$ cat src/rtl/brick_pkg.sv
// Shared types and screen constants for the rectangle plotter and its command FIFO.
package brick_pkg;

  localparam int SCREEN_W = 160;
  localparam int SCREEN_H = 120;
  localparam int X_W      = 8;
  localparam int Y_W      = 7;
  localparam int COLOUR_W = 3;
  localparam int DIM_W    = 5;

  typedef struct packed {
    logic [X_W-1:0]      x;
    logic [Y_W-1:0]      y;
    logic [DIM_W-1:0]    w;
    logic [DIM_W-1:0]    h;
    logic [COLOUR_W-1:0] colour;
  } rect_cmd_t;

  typedef enum logic {
    IDLE = 1'b0,
    DRAW = 1'b1
  } state_e;

endpackage

$ cat src/rtl/cmd_fifo.sv
// Synchronous FIFO with occupancy counter, flush, and async active-low reset.
module cmd_fifo #(
  parameter int DEPTH = 4,
  parameter int WIDTH = 8
) (
  input  logic             clk,
  input  logic             resetn,
  input  logic             flush,
  input  logic             push,
  input  logic [WIDTH-1:0] din,
  input  logic             pop,
  output logic [WIDTH-1:0] dout,
  output logic             full,
  output logic             empty
);

  localparam int AW = (DEPTH > 1) ? $clog2(DEPTH) : 1;
  localparam logic [AW-1:0] LAST_IDX = AW'(DEPTH - 1);
  localparam logic [AW:0]   FULL_CNT = (AW + 1)'(DEPTH);

  logic [WIDTH-1:0] mem_r [DEPTH];
  logic [AW-1:0]    wr_ptr_r;
  logic [AW-1:0]    rd_ptr_r;
  logic [AW:0]      count_r;
  logic             push_ok_s;
  logic             pop_ok_s;

  // Pointers wrap explicitly so non-power-of-two depths work.
  function automatic logic [AW-1:0] ptr_inc(input logic [AW-1:0] p);
    ptr_inc = (p == LAST_IDX) ? '0 : p + AW'(1);
  endfunction

  assign push_ok_s = push && !full;
  assign pop_ok_s  = pop && !empty;
  assign dout      = mem_r[rd_ptr_r];
  assign full      = (count_r == FULL_CNT);
  assign empty     = (count_r == '0);

  // Storage array write port
  always_ff @(posedge clk or negedge resetn) begin
    if (!resetn) begin
      for (int i = 0; i < DEPTH; i++) mem_r[i] <= '0;
    end else if (push_ok_s && !flush) begin
      mem_r[wr_ptr_r] <= din;
    end
  end

  // Pointer and occupancy bookkeeping
  always_ff @(posedge clk or negedge resetn) begin
    if (!resetn) begin
      wr_ptr_r <= '0;
      rd_ptr_r <= '0;
      count_r  <= '0;
    end else if (flush) begin
      wr_ptr_r <= '0;
      rd_ptr_r <= '0;
      count_r  <= '0;
    end else begin
      if (push_ok_s) wr_ptr_r <= ptr_inc(wr_ptr_r);
      if (pop_ok_s)  rd_ptr_r <= ptr_inc(rd_ptr_r);
      case ({push_ok_s, pop_ok_s})
        2'b10:   count_r <= count_r + (AW + 1)'(1);
        2'b01:   count_r <= count_r - (AW + 1)'(1);
        default: count_r <= count_r;
      endcase
    end
  end

endmodule

$ cat src/rtl/rect_plotter.sv
// Queues rectangle fill commands and rasterises them into one clipped pixel per cycle.
module rect_plotter
  import brick_pkg::*;
#(
  parameter int FIFO_DEPTH = 4
) (
  input  logic                clk,
  input  logic                resetn,
  input  logic                cmd_valid,
  output logic                cmd_ready,
  input  logic [X_W-1:0]      cmd_x,
  input  logic [Y_W-1:0]      cmd_y,
  input  logic [DIM_W-1:0]    cmd_w,
  input  logic [DIM_W-1:0]    cmd_h,
  input  logic [COLOUR_W-1:0] cmd_colour,
  input  logic                abort,
  output logic [X_W-1:0]      x,
  output logic [Y_W-1:0]      y,
  output logic [COLOUR_W-1:0] colour,
  output logic                plot,
  output logic                busy,
  output logic                done
);

  state_e         state_r;
  state_e         next_state_s;
  rect_cmd_t      base_r;
  rect_cmd_t      cmd_s;
  rect_cmd_t      head_s;
  logic [DIM_W-1:0] cx_r;
  logic [DIM_W-1:0] cy_r;
  logic           ready_en_r;
  logic           fifo_full_s;
  logic           fifo_empty_s;
  logic           push_s;
  logic           pop_s;
  logic           last_s;
  logic [X_W:0]   x_sum_s;
  logic [Y_W:0]   y_sum_s;

  assign cmd_s     = '{x: cmd_x, y: cmd_y, w: cmd_w, h: cmd_h, colour: cmd_colour};
  assign cmd_ready = ready_en_r && !fifo_full_s && !abort;
  assign push_s    = cmd_valid && cmd_ready;
  assign last_s    = (state_r == DRAW) && (cx_r == base_r.w) && (cy_r == base_r.h);
  // A pop on the last pixel chains straight into the next rectangle.
  assign pop_s     = !abort && !fifo_empty_s && ((state_r == IDLE) || last_s);
  assign busy      = (state_r == DRAW) || !fifo_empty_s;
  assign x_sum_s   = {1'b0, base_r.x} + (X_W + 1)'(cx_r);
  assign y_sum_s   = {1'b0, base_r.y} + (Y_W + 1)'(cy_r);

  cmd_fifo #(
    .DEPTH (FIFO_DEPTH),
    .WIDTH ($bits(rect_cmd_t))
  ) u_cmd_fifo (
    .clk    (clk),
    .resetn (resetn),
    .flush  (abort),
    .push   (push_s),
    .din    (cmd_s),
    .pop    (pop_s),
    .dout   (head_s),
    .full   (fifo_full_s),
    .empty  (fifo_empty_s)
  );

  // Holds cmd_ready low until the first edge after reset release
  always_ff @(posedge clk or negedge resetn) begin
    if (!resetn) ready_en_r <= 1'b0;
    else         ready_en_r <= 1'b1;
  end

  // FSM state register
  always_ff @(posedge clk or negedge resetn) begin
    if (!resetn) state_r <= IDLE;
    else         state_r <= next_state_s;
  end

  // Next-state logic and pixel outputs
  always_comb begin
    next_state_s = state_r;
    x            = '0;
    y            = '0;
    colour       = '0;
    plot         = 1'b0;
    done         = 1'b0;
    if (abort) begin
      next_state_s = IDLE;
    end else begin
      case (state_r)
        IDLE:    next_state_s = fifo_empty_s ? IDLE : DRAW;
        DRAW:    next_state_s = (last_s && fifo_empty_s) ? IDLE : DRAW;
        default: next_state_s = IDLE;
      endcase
    end
    if (state_r == DRAW) begin
      x      = x_sum_s[X_W-1:0];
      y      = y_sum_s[Y_W-1:0];
      colour = base_r.colour;
      plot   = !abort && (x_sum_s < (X_W + 1)'(SCREEN_W)) && (y_sum_s < (Y_W + 1)'(SCREEN_H));
      done   = !abort && last_s;
    end else begin
      plot   = 1'b0;
    end
  end

  // Rectangle base registers and raster counters
  always_ff @(posedge clk or negedge resetn) begin
    if (!resetn) begin
      base_r <= '0;
      cx_r   <= '0;
      cy_r   <= '0;
    end else if (abort) begin
      cx_r <= '0;
      cy_r <= '0;
    end else if (pop_s) begin
      base_r <= head_s;
      cx_r   <= '0;
      cy_r   <= '0;
    end else if (last_s) begin
      cx_r <= '0;
      cy_r <= '0;
    end else if (state_r == DRAW) begin
      if (cx_r == base_r.w) begin
        cx_r <= '0;
        cy_r <= cy_r + DIM_W'(1);
      end else begin
        cx_r <= cx_r + DIM_W'(1);
      end
    end
  end

endmodule

$ cat config.mk
export PLATFORM = sky130hd
export DESIGN_NAME = rect_plotter
export DESIGN_NICKNAME = d
export VERILOG_FILES = /design/src/rtl/brick_pkg.sv /design/src/rtl/cmd_fifo.sv /design/src/rtl/rect_plotter.sv
export SDC_FILE = /design/constraint.sdc
export NUM_CORES = 1
export LEC_CHECK = 0
export BUFFER_PORTS_ARGS = -buffer_cell sky130_fd_sc_hd__clkbuf_2
export CORE_MARGIN = 3
export CORE_UTILIZATION = 67
export CTS_BUF_LIST = sky130_fd_sc_hd__clkbuf_2 sky130_fd_sc_hd__clkbuf_4 sky130_fd_sc_hd__clkbuf_8
export DETAILED_ROUTE_END_ITERATION = 6
export PLACE_DENSITY = 0.91
export SKIP_CTS_REPAIR_TIMING = 1
export SYNTH_ARGS = -nofsm -noshare
export SYNTH_HDL_FRONTEND = slang
export SYNTH_SLANG_ARGS = --single-unit
$ cat constraint.sdc
create_clock -name clk -period 4.9 [get_ports clk]
set_input_delay 0 -clock clk [delete_from_list [all_inputs] [get_ports clk]]
set_output_delay 0 -clock clk [all_outputs]
set_load 0.005 [all_outputs]
==> impl_metrics.json <==
{
  "outcome": "finished, final reports clean",
  "hold_viol_final": 0,
  "fp.dieW_microns": 113,
  "start_util_pct": 69.3,
  "yosysWarnings": 0,
  "cts.sinks": 159,
  "async_flop_share_pct": 100,
  "fin_nets": 669,
  "fin_setup_tns_ns": 0,
  "p_leak_nw": 4.06,
  "routed_wl_mm": 15.8,
  "coreArea_sq_um": 11000,
  "synth_top_family_by_area": "multiplexers",
  "critical_path_required_ns": 4.90,
  "clockBufferDepth": 2,
  "yosys.area.top_type": "dfrtp_1",
  "viasPerCell": 6.12,
  "fmax_ghz": 0.331,
  "place.gp.congestion": 0.872,
  "synth_xor_area_share_pct": 3.06,
  "die_area_sq_um": 12700,
  "slowest_stage": "dfrtp_1",
  "grt_overflow_total": 0,
  "start_kind": "flop",
  "antenna_cells": 0,
  "hold_class": "primary input to flop",
  "clkTransAtPathRegs_ns": 0.08,
  "comb_power_share_pct": 34.5,
  "power_density_nw_per_um2": 541,
  "synth-edff-count": 0,
  "drive_gt1_share_pct": 41.4,
  "synth-main-ff-cell": "dfrtp_1",
  "synth_area_per_cell_sq_um": 14.3,
  "critPathKind": "flop to output port",
  "slowest_delay_ns": 0.46,
  "clock_latency_ns": 0.46,
  "synthAdderAreaFrac_pct": 3.42,
  "dp_hpwl_mm": 10.0,
  "firstDrtPassIters": 4,
  "drv_cap": 0,
  "synthToLayoutAreaGrowth_pct": 13.7,
  "p_sw_mw": 1.52,
  "rsz0062_at_grt": "false",
  "die_y_microns": 113,
  "io_buffers": 53,
  "peakVddDrop_v": 0.000404,
  "switching_share_pct": 32.4,
  "p_int_mw": 3.17,
  "ios": 54,
  "cts_buffers": 17,
  "synth_cell_types": 48,
  "grt_pass1_wl_mm": 25.6,
  "maxSlewHeadroom_pct": 28.5,
  "ys_seq_area_share_pct": 52.2,
  "routed-via-count": 4714,
  "ant_nets": 0,
  "cp_max_fo": 6,
  "synthCells": 534,
  "grt_usage_pct": 26.3,
  "drt_iter0_markers": 318,
  "grt_pass1_vias": 4968,
  "antenna_found_initial": 0,
  "fin_crit_ns": 3.02,
  "tightest_slew_ns": 1.07,
  "maxSlewViolCount": 0,
  "synthTopCellsByArea": "dfrtp_1, mux2_2, mux4_2, ha_1, xnor2_1",
  "post_drt_wl_per_cell_microns": 20.5,
  "clock_skew_ns": 0.0103,
  "critPathCaptureType": "output port",
  "cts_max_level": 4,
  "synth.top_cell.area_share_pct": 52.2,
  "rows": 38,
  "cts_tree": "built",
  "power_mw": 4.68,
  "crit_chain": "ha_1 -> fa_1 -> a211oi_1 -> o21a_1 -> mux2i_1 -> o21ai_0 -> o211ai_1 -> a41oi_1 -> clkbuf_2",
  "synth-simple-area-share_pct": 5.98,
  "drcViolationCount": 0,
  "syn_area_sq_um": 7620,
  "setup_viol": 0,
  "grt_max_degree": 100,
  "synth_mux_area_share_pct": 29.4,
  "syn_nets": 585,
  "pwr-share-seq_pct": 45.2,
  "synth.ff_latch_count": 159,
  "arrival_ns": 3.02,
  "synth_compound_area_share_pct": 3.94,
  "cts_root_buf": "clkbuf_8",
  "fin_crit_sh_pct": 61.6,
  "p_clk_share_pct": 20.2
}
-- layout by cell type (no fill, tap or decap), types with 2 or more instances in the layout --
| master | Yosys | routed |
|---|---|---|
| dfrtp_1 | 159 | 158 |
| mux2_2 | 136 | 136 |
| clkbuf_2 | 0 | 52 |
| dlygate4sd3_1 | 0 | 30 |
| mux4_2 | 28 | 28 |
| nor2_1 | 25 | 25 |
| clkbuf_8 | 0 | 18 |
| ha_1 | 16 | 16 |
| xnor2_1 | 15 | 15 |
| nand2_1 | 15 | 15 |
| o21ai_0 | 13 | 13 |
| inv_1 | 12 | 12 |
| and2_1 | 10 | 10 |
| a21oi_1 | 10 | 10 |
| xor2_1 | 9 | 9 |
| nand3_1 | 6 | 6 |
| nor3_1 | 6 | 6 |
| clkbuf_4 | 0 | 6 |
| mux2_1 | 5 | 5 |
| nor2b_1 | 4 | 4 |
| nand2_4 | 4 | 4 |
| clkinv_2 | 0 | 4 |
| nand4_1 | 3 | 3 |
| a21o_1 | 3 | 3 |
| o31ai_1 | 3 | 3 |
| fa_1 | 3 | 3 |
| or3_1 | 2 | 2 |
| a211oi_1 | 2 | 2 |
| o22ai_1 | 2 | 2 |
| mux2i_1 | 2 | 2 |
| a41oi_1 | 2 | 2 |
| bufinv_16 | 0 | 2 |
| buf_4 | 0 | 2 |
-- power by group through the flow --
stage               registers [mW]  clock network, mW  logic, mW
floorplan                     1.98                  0       1.27
global placement              2.09                  0       1.49
detailed placement            2.14                  0       1.58
CTS                           2.12              0.962       1.59
global route                  2.18               1.01       1.76
finish                        2.12              0.947       1.62
-- worst paths after layout --
| check | start | end | slack (ns) | cells past startpoint |
|---|---|---|---|---|
| setup / recovery | cx_r[0] | plot | 1.88 | 9 |
| hold / removal | cmd_valid | u_cmd_fifo.wr_ptr_r[1] | 0.007 | 5 |
| setup reg to reg | u_cmd_fifo.count_r[1] | u_cmd_fifo.count_r[2] | 1.91 | 8 |
| hold reg to reg | u_cmd_fifo.mem_r[88] | u_cmd_fifo.mem_r[88] | 0.50 | 1 |
| max in group asynchronous | resetn | u_cmd_fifo.mem_r[70] | 3.40 | 3 |
| min in group asynchronous | resetn | u_cmd_fifo.mem_r[77] | 0.19 | 2 |
-- cell type report --
| cell class | count | area (sq um) |
|---|---|---|
| inverter | 12 | 45.0 |
| clock inverter | 7 | 87.6 |
| timing repair buffer | 85 | 587 |
| tap | 140 | 175 |
| multi-input combinational | 343 | 3490 |
| fill | 602 | 2320 |
| clock buffer | 24 | 293 |
| sequential | 159 | 3980 |
-- registers in the layout (all words and copies together), names as in the netlist --
| name | cells |
|---|---|
| u_cmd_fifo.mem_r | 112 |
| state_r | 1 |
| base_r | 28 |
| u_cmd_fifo.wr_ptr_r | 2 |
| cx_r | 5 |
| u_cmd_fifo.count_r | 3 |
| ready_en_r | 1 |
| u_cmd_fifo.rd_ptr_r | 2 |
| cy_r | 5 |
-- cells by family after synthesis --
family / after synthesis
XOR/XNOR: 25
flip-flops: 159
AO/OA/AOI/OAI: 44
adder cells (fa/ha/maj): 19
other: 1
AND/OR/NAND/NOR: 83
buffers and inverters: 32
multiplexers: 171
-- critical path: cells and delay by family (launching register included) --
family	cells	cell delay (ns)
mux	1	0.06
fa+ha+maj	2	0.69
buf+inv	1	0.17
compound gates	5	1.20
flops	1	0.46
-- cells in the mapped netlist, types with 2 or more instances --
cell / n
nand4_1: 3
o31ai_1: 3
inv_1: 12
nor2_1: 25
nor3_1: 6
mux2_2: 136
and2_1: 10
o21ai_0: 13
buf_6: 2
fa_1: 3
nor2b_1: 4
mux2_1: 5
mux2i_1: 2
a21o_1: 3
xnor2_1: 15
a211oi_1: 2
nand2_4: 4
a41oi_1: 2
buf_2: 9
or3_1: 2
mux4_2: 28
xor2_1: 9
dfrtp_1: 159
ha_1: 16
nand3_1: 6
clkbuf_1: 9
a21oi_1: 10
o22ai_1: 2
nand2_1: 15
-- layer usage --
metal | up-vias | share of wire [%] | global-route usage (%)
li1 | 2113 | - | -
met1 | 2465 | 43 | 34.6
met2 | 116 | 51 | 44.0
met3 | 20 | 4.5 | 6.63
met4 | 0 | 1.5 | 7.45
met5 | - | 0 | 0
-- per-stage QoR --
stage,hold slack [ns],instances,setup WS (ns),utilization (%),instance area [sq um]
finish,0.00714,770,1.88,78.8,8660
global route,0.00762,770,1.69,78.8,8660
CTS,-0.339,740,1.88,76.1,8360
detailed placement,0.163,709,1.94,72.6,7980
global placement,0.144,709,2.15,72.6,7980
floorplan,-0.296,534,2.25,-,7620
Power figures use the tool's default switching activity.
